$ cat src/rtl/video_timing_pkg.sv
// Mode-timing constants and coordinate-width helper shared by the raster timing generator.
package video_timing_pkg;

  // 640x480 @ 60 Hz, negative syncs
  localparam int VGA640_H_ACTIVE = 640;
  localparam int VGA640_H_FP     = 16;
  localparam int VGA640_H_SYNC   = 96;
  localparam int VGA640_H_BP     = 48;
  localparam int VGA640_V_ACTIVE = 480;
  localparam int VGA640_V_FP     = 10;
  localparam int VGA640_V_SYNC   = 2;
  localparam int VGA640_V_BP     = 33;
  localparam int VGA640_SYNC_POL = 0;

  // 800x600 @ 60 Hz, positive syncs
  localparam int SVGA800_H_ACTIVE = 800;
  localparam int SVGA800_H_FP     = 40;
  localparam int SVGA800_H_SYNC   = 128;
  localparam int SVGA800_H_BP     = 88;
  localparam int SVGA800_V_ACTIVE = 600;
  localparam int SVGA800_V_FP     = 1;
  localparam int SVGA800_V_SYNC   = 4;
  localparam int SVGA800_V_BP     = 23;
  localparam int SVGA800_SYNC_POL = 1;

  // Bits needed to hold 0..max(h_total,v_total)-1
  function automatic int coord_width(input int h_total, input int v_total);
    int m;
    m = (h_total > v_total) ? h_total : v_total;
    return (m <= 2) ? 1 : $clog2(m);
  endfunction

endpackage

$ cat src/rtl/pix_ce_div.sv
// Integer clock-enable divider: ce is high one system clock in every CLK_DIV.
module pix_ce_div #(
  parameter int CLK_DIV = 1
) (
  input  logic clk,
  input  logic rst,
  input  logic en,
  output logic ce
);

  localparam int DW = (CLK_DIV > 1) ? $clog2(CLK_DIV) : 1;
  localparam logic [DW-1:0] DIV_LAST = DW'(CLK_DIV - 1);

  logic [DW-1:0] div_reg;
  logic [DW-1:0] div_next;

  always_comb begin
    div_next = div_reg;
    if (en) begin
      div_next = (div_reg == DIV_LAST) ? '0 : div_reg + 1'b1;
    end
  end

  always_ff @(posedge clk or posedge rst) begin
    if (rst) begin
      div_reg <= '0;
    end else begin
      div_reg <= div_next;
    end
  end

  // With CLK_DIV=1 the register never leaves 0, so ce is constantly high
  assign ce = (div_reg == DIV_LAST);

endmodule

$ cat src/rtl/video_timing_gen.sv
// Parametrised raster timing generator (coordinates, syncs, DE, line/frame strobes).
// Optional frame counter output enabled by defining VTG_FRAME_COUNT_EN.
module video_timing_gen
  import video_timing_pkg::*;
#(
  parameter int H_ACTIVE   = VGA640_H_ACTIVE,
  parameter int H_FP       = VGA640_H_FP,
  parameter int H_SYNC     = VGA640_H_SYNC,
  parameter int H_BP       = VGA640_H_BP,
  parameter int V_ACTIVE   = VGA640_V_ACTIVE,
  parameter int V_FP       = VGA640_V_FP,
  parameter int V_SYNC     = VGA640_V_SYNC,
  parameter int V_BP       = VGA640_V_BP,
  parameter int H_SYNC_POL = VGA640_SYNC_POL,
  parameter int V_SYNC_POL = VGA640_SYNC_POL,
  parameter int CLK_DIV    = 1,
  parameter int CW         = 11
) (
  input  logic          clk,
  input  logic          rst,
  input  logic          en,
  output logic          pix_ce,
  output logic [CW-1:0] x,
  output logic [CW-1:0] y,
  output logic          h_sync,
  output logic          v_sync,
  output logic          de,
  output logic          blanking,
  output logic          line_start,
  output logic          frame_start
`ifdef VTG_FRAME_COUNT_EN
  , output logic [15:0] frame_cnt
`endif
);

  localparam int H_TOTAL = H_ACTIVE + H_FP + H_SYNC + H_BP;
  localparam int V_TOTAL = V_ACTIVE + V_FP + V_SYNC + V_BP;
  localparam logic HS_ON = (H_SYNC_POL != 0);
  localparam logic VS_ON = (V_SYNC_POL != 0);

  if (CLK_DIV < 1) begin : g_chk_div
    $error("video_timing_gen: CLK_DIV must be >= 1");
  end
  if (CW < coord_width(H_TOTAL, V_TOTAL)) begin : g_chk_cw
    $error("video_timing_gen: CW too narrow for H_TOTAL/V_TOTAL");
  end
  if (H_FP == 0 || H_SYNC == 0 || H_BP == 0 || V_FP == 0 || V_SYNC == 0 || V_BP == 0) begin : g_chk_porch
    $error("video_timing_gen: porch and sync widths must be non-zero");
  end

  logic          ce;
  logic          advance;
  logic          x_wrap;
  logic          y_wrap;
  logic [CW-1:0] x_reg, x_next;
  logic [CW-1:0] y_reg, y_next;
  logic          h_sync_reg, v_sync_reg, de_reg, blanking_reg;
  logic          line_start_reg, frame_start_reg;

  pix_ce_div #(.CLK_DIV(CLK_DIV)) u_div (
    .clk (clk),
    .rst (rst),
    .en  (en),
    .ce  (ce)
  );

  assign advance = ce & en;
  assign x_wrap  = (x_reg == CW'(H_TOTAL - 1));
  assign y_wrap  = (y_reg == CW'(V_TOTAL - 1));

  always_comb begin
    x_next = x_reg;
    y_next = y_reg;
    if (advance) begin
      if (x_wrap) begin
        x_next = '0;
        y_next = y_wrap ? '0 : y_reg + 1'b1;
      end else begin
        x_next = x_reg + 1'b1;
      end
    end
  end

  // Level outputs decode next-state coordinates so they stay aligned with x/y
  always_ff @(posedge clk or posedge rst) begin
    if (rst) begin
      x_reg           <= '0;
      y_reg           <= '0;
      h_sync_reg      <= ~HS_ON;
      v_sync_reg      <= ~VS_ON;
      de_reg          <= 1'b1;
      blanking_reg    <= 1'b0;
      line_start_reg  <= 1'b0;
      frame_start_reg <= 1'b0;
    end else begin
      x_reg           <= x_next;
      y_reg           <= y_next;
      h_sync_reg      <= ((x_next >= CW'(H_ACTIVE + H_FP)) &&
                          (x_next <  CW'(H_ACTIVE + H_FP + H_SYNC))) ? HS_ON : ~HS_ON;
      v_sync_reg      <= ((y_next >= CW'(V_ACTIVE + V_FP)) &&
                          (y_next <  CW'(V_ACTIVE + V_FP + V_SYNC))) ? VS_ON : ~VS_ON;
      de_reg          <= (x_next < CW'(H_ACTIVE)) && (y_next < CW'(V_ACTIVE));
      blanking_reg    <= ~((x_next < CW'(H_ACTIVE)) && (y_next < CW'(V_ACTIVE)));
      line_start_reg  <= advance & x_wrap;
      frame_start_reg <= advance & x_wrap & y_wrap;
    end
  end

`ifdef VTG_FRAME_COUNT_EN
  logic [15:0] frame_cnt_reg;

  always_ff @(posedge clk or posedge rst) begin
    if (rst) begin
      frame_cnt_reg <= '0;
    end else if (advance && x_wrap && y_wrap) begin
      frame_cnt_reg <= frame_cnt_reg + 16'd1;
    end
  end

  assign frame_cnt = frame_cnt_reg;
`endif

  assign pix_ce      = ce;
  assign x           = x_reg;
  assign y           = y_reg;
  assign h_sync      = h_sync_reg;
  assign v_sync      = v_sync_reg;
  assign de          = de_reg;
  assign blanking    = blanking_reg;
  assign line_start  = line_start_reg;
  assign frame_start = frame_start_reg;

endmodule
$ cat config.mk
export PLATFORM = sky130hd
export DESIGN_NAME = video_timing_gen
export DESIGN_NICKNAME = d
export VERILOG_FILES = /design/src/rtl/video_timing_pkg.sv /design/src/rtl/pix_ce_div.sv /design/src/rtl/video_timing_gen.sv
export SDC_FILE = /design/constraint.sdc
export NUM_CORES = 1
export LEC_CHECK = 0
export CORE_ASPECT_RATIO = 1.5
export CORE_UTILIZATION = 45
export DETAILED_ROUTE_END_ITERATION = 6
export PLACE_DENSITY = 0.75
export SKIP_LAST_GASP = 1
export SLEW_MARGIN = 40
export SYNTH_ARGS = -nofsm -noshare
export SYNTH_HDL_FRONTEND = slang
export SYNTH_SLANG_ARGS = --single-unit
$ cat constraint.sdc
create_clock -name clk -period 2.8 [get_ports clk]
set_input_delay 0.42 -clock clk [delete_from_list [all_inputs] [get_ports clk]]
set_output_delay 0.42 -clock clk [all_outputs]
set_load 0.02 [all_outputs]
# Word-level counts from Yosys, hierarchy flattened
# Index checks and enable logic that the tools add are counted.
# op_classes
eq_ne	2
bitwise	5
n_mux	8
order_cmp	6
n_reduce_logical	3
add_sub_neg	3
# op_table
cell	n
11-bit two-way mux	5
11-bit by 1-bit adder with 11-bit output, second input constant	2
11-bit by 10-bit equality test with 1-bit output, second input constant	2
11-bit by 10-bit less-than comparator with 1-bit output, second input constant	2
11-bit by 9-bit less-than comparator with 1-bit output, second input constant	2
11-bit by 10-bit greater-or-equal comparator with 1-bit output, second input constant	1
11-bit by 9-bit greater-or-equal comparator with 1-bit output, second input constant	1
1-bit bitwise AND	3
1-bit logical AND	3
1-bit two-way mux	3
1-bit inverter	2
1-bit adder, second input constant	1
# word_totals
output_inout_bits	29
elab_cells	36
in_bits	3
ff_bits	29

# Logic depth before layout (Yosys ltp)
# Gate-level depths: netlist of run 1.
# depth
ltp_word	7
mapped_depth	10
ltp_nobuf	8

# Modules after synthesis
# A second synthesis of run 1 with hierarchy kept.
# hier_totals
cells_unflattened	149
hier_area_um2	1505.2
# modules_own_cells
mod	area_each_um2	seq_area_each_um2	instances	cells_each
video_timing_gen	1493.9	704.4	1	147
pix_ce_div	11.3	0.0	1	2

# Worst setup path after synthesis of run 1
# OpenSTA, ideal clock, no wires.
# synth_timing
path_kind	reg2reg
startpoint	reg x_reg[5] (netlist: x[5])
endpoint	reg blanking_reg (netlist: blanking)
required_ps	2661
path_buffers	1
arrival_time_ps	2758
setup_time_ps	139
stages_incl_launch_ff	8
slack_ps	-97
synth_period_minus_slack_ps	2897
cell_sequence	dfrtp_1 > or4_1 > or4_4 > buf_6 > nor4_1 > xor2_1 > and4_1 > or4_1
# synth_via
elab_chain_len	6
elab_cells_between_ends	10
classes_between	add/sub: 1; order compare: 2; eq/ne: 1; mux: 4; bitwise: 1; reduce/logical: 1
# synth_rtl
element	line	source
start, declared	video_timing_gen.sv:55	logic [CW-1:0] x_reg, x_next;
start signal, assigned	video_timing_gen.sv:96	x_reg <= x_next;
11-bit by 10-bit equality test with 1-bit output	video_timing_gen.sv:68	assign x_wrap = (x_reg == CW'(H_TOTAL - 1));
11-bit two-way mux	video_timing_gen.sv:75	if (x_wrap) begin
11-bit two-way mux	video_timing_gen.sv:74	if (advance) begin
named net y_next[8]	video_timing_gen.sv:56	logic [CW-1:0] y_reg, y_next;
11-bit by 9-bit less-than comparator with 1-bit output	video_timing_gen.sv:103	blanking_reg <= ~((x_next < CW'(H_ACTIVE)) && (y_next < CW'(V_ACTIVE)));
1-bit logical AND	video_timing_gen.sv:103	
1-bit inverter	video_timing_gen.sv:103	
end signal, assigned	video_timing_gen.sv:103	
end, declared	video_timing_gen.sv:57	logic h_sync_reg, v_sync_reg, de_reg, blanking_reg;
# The timed path passes the listed nets, and every way through them passes these cells.
# A chain may end at the register's enable or synchronous reset.

# Final worst setup path of run 1
# layout_timing
startpoint	reg x_reg[6] (netlist: x[6])
endpoint	reg blanking_reg (netlist: blanking)
# Same word-level chain as after synthesis.

==> reports/qor.csv, run 1 <==
stage,metric,value,unit
run,Maximum Capacitance Violations,0,
worst_setup_path,Worst Setup End Kind,flop,
synthesis,Async SR Flop Fraction,100.0,%
synthesis,distinct cell type count after synthesis,37,
synthesis,"flops & latches, synth",28,
synthesis,number of synthesis warnings,0,
cts,post-CTS setup buffer count,0,
worst_setup_path,Most Frequent Cell on Critical Path,or4_1,
worst_setup_path,Crit path max-delay family,simple AND/OR/NAND/NOR gates,
global_route,GR Util met1,25.54,%
outcome,status,completed,
synthesis,syn avg cell area,9.756,µm²
timing,f_max,0.3762,GHz
route,final wirelength,3338,µm
synthesis,mapped cell area,1493,µm²
synthesis,dominant synthesized flop cell,dfrtp_1,
cts,CTS max path bufs,2,
synthesis,sequential share of the synthesized area,47.19,%
global_route,initial antenna violation count,0,
floorplanning,Site Rows,25,
pwr,Power Total,1.125,mW
route,Initial DRC Count,33,
place,dpl cells,226,
global_route,largest net degree at the start of global routing,20,
cts,clk sinks,28,
worst_setup_path,CP max FO,4,
worst_setup_path,WP data required,2960,ps
route,vias per cell,5.770,
global_route,vias in the first global route,1232,
finish,# diodes,0,
cts,CTS Root Cell,clkbuf_8,
global_route,busiest grt layer,met2,
cts,clk slew on worst S/H paths,100,ps
route,DRC,0,
global_route,GR met2 Demand/Resource,35.34,%
place,PortBufs,30,
timing,part of the cycle the worst path needs,94.93,%
route,DR pass1 iterations,4,
route,WL/cell,14.51,µm
worst_hold_path,hold crit path type,input port to asynchronous set/reset pin,
worst_setup_path,Worst Setup Start Kind,flop,
finish,share of post-route cells with drive strength above 1,14.21,%
global_route,first-pass GRT wire length,5451,µm
route,Antenna Nets Post-Route,0,
floorplanning,Die W,49.03,µm
timing,RSZ-0062 raised after global routing,no,
synthesis,synthesized net count,159,
pwr,PwrDens,574.2,nW/µm²
worst_setup_path,Critical Path Max Stage Delay,540,ps
global_route,All-Layer GR Usage,20.17,%
floorplanning,I/O pin count,32,
synthesis,number of flops mapped to enable cells by yosys,0,
timing,Worst slew margin,53.93,%
timing,Final Max Slew Viols,0,
global_route,met3 GRT Util,1.258,%
floorplanning,core area,3159,µm²
cts,CTS Buf Count,3,
finish,area grow syn2layout,31.27,%
floorplanning,Starting Density,47.25,%
worst_setup_path,Worst EP arrival,2810,ps
finish,# fillers,262,
route,routed vias,1327,
worst_setup_path,Crit path buffers/inverters,0,
floorplanning,Die Y,72.54,µm
cts,CTS tree,built,
synthesis,Mapped Cells,153,
floorplanning,Die ar.,3556,µm²
cts,Worst-Skew Late Latency,280,ps
timing,final hold vios,0,
place,hpwl dp,2532,µm
place,RePlAce Congestion,0.8273,
cts,H-Tree Depth,1,
finish,FF/Latch Area,708.2,µm²
worst_setup_path,critical path class,flop to flop,
timing,endpoints failing setup,0,
pwr,VDD IR max,0.5350,mV
timing,crit path time final,2658,ps
timing,Worst-Margin Slew,690.4,ps
pwr,Leakage,0.8352,nW
finish,nets,197,
finish,Finished Layout Cells,230,
global_route,grt total ovfl,0,
worst_setup_path,Worst path slowest cell,or4_1,
worst_setup_path,worst-path cell chain,or4_1 -> or4_4 -> nor4_4 -> xor2_1 -> and4_1 -> or4_1,
timing,clk_skew,2.961,ps
finish,multi-input gate area in the final layout,743.2,µm²
layout make-up:
type / count / area share, %
tap: 40 / 2.554
clock buffer: 4 / 2.810
multi-input combinational: 112 / 37.93
sequential: 28 / 36.14
timing repair buffer: 40 / 19.16
inverter: 6 / 1.405
synthesized netlist by cell type (all sizes together) (5+ instances only):
cell type | n | area share [%]
o21ai | 9 | 3.0
nand4 | 8 | 3.4
dfrtp | 25 | 42
nand2 | 13 | 3.3
xnor2 | 13 | 7.6
and3 | 7 | 3.3
inv | 5 | 1.3
nand3 | 8 | 2.7
and4 | 5 | 3.1
nor2 | 10 | 2.5
cell families after synthesis:
| logic type | after synthesis | share of synthesized area [%] |
|---|---|---|
| multiplexers | 1 | 0.6706 |
| flip-flops | 28 | 47.19 |
| AND/OR/NAND/NOR | 69 | 26.32 |
| adder cells (fa/ha/maj) | 3 | 2.515 |
| buffers and inverters | 13 | 4.359 |
| other | 1 | 0.2512 |
| XOR/XNOR | 17 | 9.975 |
| AO/OA/AOI/OAI | 21 | 8.717 |
report_power, final:
part           internal (mW)  switching, mW
sequential             0.455         0.0606
combinational          0.170          0.184
clock                  0.126          0.129
repair_timing:
| item | in CTS | in global routing |
|---|---|---|
| hold buffers | 0 | 0 |
| gates resized for setup | 1 | 0 |
| pin swaps | 0 | 1 |
| endpoints found under the setup margin | 1 | 1 |
| gates cloned | 0 | 0 |
cell usage in the layout (no fill, tap or decap), drive strengths merged, types with 4 or more instances in the layout:
cell type      instances
clkbuf                 4
inv                    5
xnor2                 13
nand3                  8
buf                   10
nor2                  10
and4                   5
nand4                  8
xor2                   4
or4                    4
dfrtp                 25
and3                   7
nand2                 13
o21ai                  9
clkdlybuf4s50         30
metal layers:
| metal | share of wire, % | up-vias |
|---|---|---|
| li1 | - | 624 |
| met1 | 43 | 650 |
| met2 | 52 | 48 |
| met3 | 3.6 | 5 |
| met4 | 1.6 | 0 |
| met5 | 0 | - |
through the flow:
| stage | util, % | worst slack, ps | TNS, ps | hold WS (ps) | area (µm²) |
|---|---|---|---|---|---|
| 2_1_floorplan | - | 32.93 | 0 | 483.0 | 1511 |
| 3_3_place_gp | 60.12 | 95.08 | 0 | 518.2 | 1899 |
| 3_5_place_dp | 60.12 | -20.65 | -20.65 | 529.0 | 1899 |
| 4_1_cts | 62.02 | 45.24 | 0 | 547.1 | 1959 |
| 5_1_grt | 62.02 | 47.96 | 0 | 599.5 | 1959 |
| 6_report | 62.02 | 142.1 | 0 | 542.2 | 1959 |
final timing paths:
path,startpoint,endpoint,slack [ps],cells after the start
worst max-delay path,x[6],blanking,140,6
worst min-delay path,rst,y[3],540,2
worst max register to register,x[6],blanking,140,6
worst min register to register,x[6],x[6],540,1
max in group asynchronous,rst,frame_start,1640,3
min in group clk,x[6],x[6],540,1
Power figures use the tool's default switching activity.
==> run 2: changes to the inputs <==
- CELL_PAD_IN_SITES_DETAIL_PLACEMENT: not set -> 0
- CELL_PAD_IN_SITES_GLOBAL_PLACEMENT: not set -> 2
- CORE_UTILIZATION: 45 -> 28
- PLACE_DENSITY: 0.75 -> not set
- PLACE_DENSITY_LB_ADDON: not set -> 0.1
==> run 2 against run 1 <==
Cell count up 14%. Via count down 0.23%. Maximum frequency up 0.65%. Sequential share of layout area down 1.3 points. Global-route usage down 4.0 points. Register-to-register slack better by 20 ps. Die area up 58%. Core utilization down 22 points. Critical path depth unchanged. Clock skew down 1.2 ps. Largest cell class unchanged.
==> reports/qor.csv, run 2 (synthesis results as in run 1) <==
stage,metric,value,unit
route,final wirelength,3978,µm
cts,CTS Buf Count,3,
timing,final hold vios,0,
cts,PostCTS Resize Cnt,0,
finish,# fillers,570,
timing,post-route setup TNS,0,ps
floorplanning,Site Rows,32,
route,DR pass1 iterations,4,
worst_hold_path,hold crit path type,input port to asynchronous set/reset pin,
pwr,PwrDens,567.0,nW/µm²
timing,part of the cycle the worst path needs,94.32,%
route,Initial DRC Count,57,
global_route,grt total ovfl,0,
cts,clk sinks,28,
finish,"commonest non-fill, non-tap cell in the layout",clkdlybuf4s50_1,
worst_setup_path,CP max FO,4,
place,hpwl dp,2995,µm
place,RePlAce Congestion,0.7865,
global_route,All-Layer GR Usage,16.12,%
route,WL/cell,15.18,µm
timing,Final Max Slew Viols,0,
timing,crit path time final,2641,ps
place,pre-CTS setup slack,-15.79,ps
pwr,Leakage,0.8580,nW
floorplanning,I/O pin count,32,
worst_setup_path,critical path class,flop to flop,
worst_setup_path,Register-to-Register Path Depth,6,
outcome,status,completed,
worst_setup_path,Worst EP arrival,2800,ps
timing,hold slack,501.7,ps
place,dpl cells,258,
pwr,Power Total,1.152,mW
route,routed vias,1324,
finish,nets,201,
floorplanning,Starting Density,29.13,%
finish,Final Core Density,39.65,%
cts,CTS max path bufs,2,
place,PortBufs,30,
finish,Finished Layout Cells,262,
floorplanning,Die Y,91.43,µm
timing,f_max,0.3787,GHz
pwr,VDD IR max,0.1792,mV
cts,CTS tree,built,
finish,most frequent cells in the layout,"30 x clkdlybuf4s50_1, 22 x dfrtp_1, 13 x nand2_1, 13 x xnor2_1, 13 x buf_4",
worst_setup_path,Worst Setup Start Kind,flop,
cts,CTS Root Cell,clkbuf_8,
timing,slack of the critical path,159.2,ps
floorplanning,Die W,61.62,µm
global_route,initial antenna violation count,0,
route,vias per cell,5.053,
finish,area grow syn2layout,36.13,%
finish,share of post-route cells with drive strength above 1,15.46,%
floorplanning,core area,5125,µm²
run,Maximum Capacitance Violations,0,
cts,H-Tree Depth,1,
timing,RSZ-0062 raised after global routing,no,
cts,CTS Hold Buffers Added,0,
floorplanning,Die ar.,5633,µm²
finish,# diodes,0,
worst_setup_path,WP data required,2960,ps
timing,clk_skew,1.761,ps
place,dpl cell area,1977,µm²
route,Antenna Nets Post-Route,0,
finish,"Design Area, Final",2032,µm²
route,DRC,0,
global_route,largest net degree at the start of global routing,29,
cts,post-CTS setup buffer count,0,
global_route,first-pass GRT wire length,6713,µm
timing,endpoints failing setup,0,
cts,clk slew on worst S/H paths,100,ps
cts,Worst-Skew Late Latency,280,ps
global_route,vias in the first global route,1367,
worst_setup_path,Worst Setup End Kind,flop,
==> run 2: cell count changes in the layout (fill, tap and decap cells not counted) <==
cell,before,now
nor3_1,2,3
buf_4,10,13
buf_12,0,1
nor3_2,1,0
==> run 2: power by group <==
group / internal [mW] / switching (mW)
Combinational: 0.185 / 0.193
Sequential: 0.455 / 0.0600
Clock: 0.126 / 0.133
==> run 2: area by class of cell <==
type	instances	area (µm²)	share of cell area [%]
Clock buffer	4	55.05	2.709
Inverter	6	27.53	1.355
Multi-Input combinational cell	112	738.2	36.33
Sequential cell	28	708.2	34.85
Tap cell	68	85.08	4.187
Timing Repair Buffer	44	417.9	20.57
==> run 2: final timing paths <==
kind	startpoint	endpoint	slack, ps
setup / recovery	x[6]	blanking	160
hold / removal	rst	y[4]	500
setup reg to reg	x[6]	blanking	160
hold reg to reg	x[2]	x[2]	580
max in group asynchronous	rst	de	1980
min in group clk	x[2]	x[2]	580
==> run 2: routing by layer <==
layer / routed length, µm / share of wire (%) / global-route usage, % / vias up
li1: - / - / - / 629
met5: 0 / 0 / 0 / -
met2: 2168 / 54 / 27.51 / 31
met4: 122 / 3.1 / 7.407 / 0
met3: 98 / 2.5 / 2.137 / 8
met1: 1589 / 40 / 19.05 / 656
==> run 2: critical path, cell delays in order, from the launching register on <==
cell and delay [ps]:
dfrtp_2 410, or4_1 550, or4_4 500, nor4_4 310, xor2_1 120, and4_1 170, or4_1 450
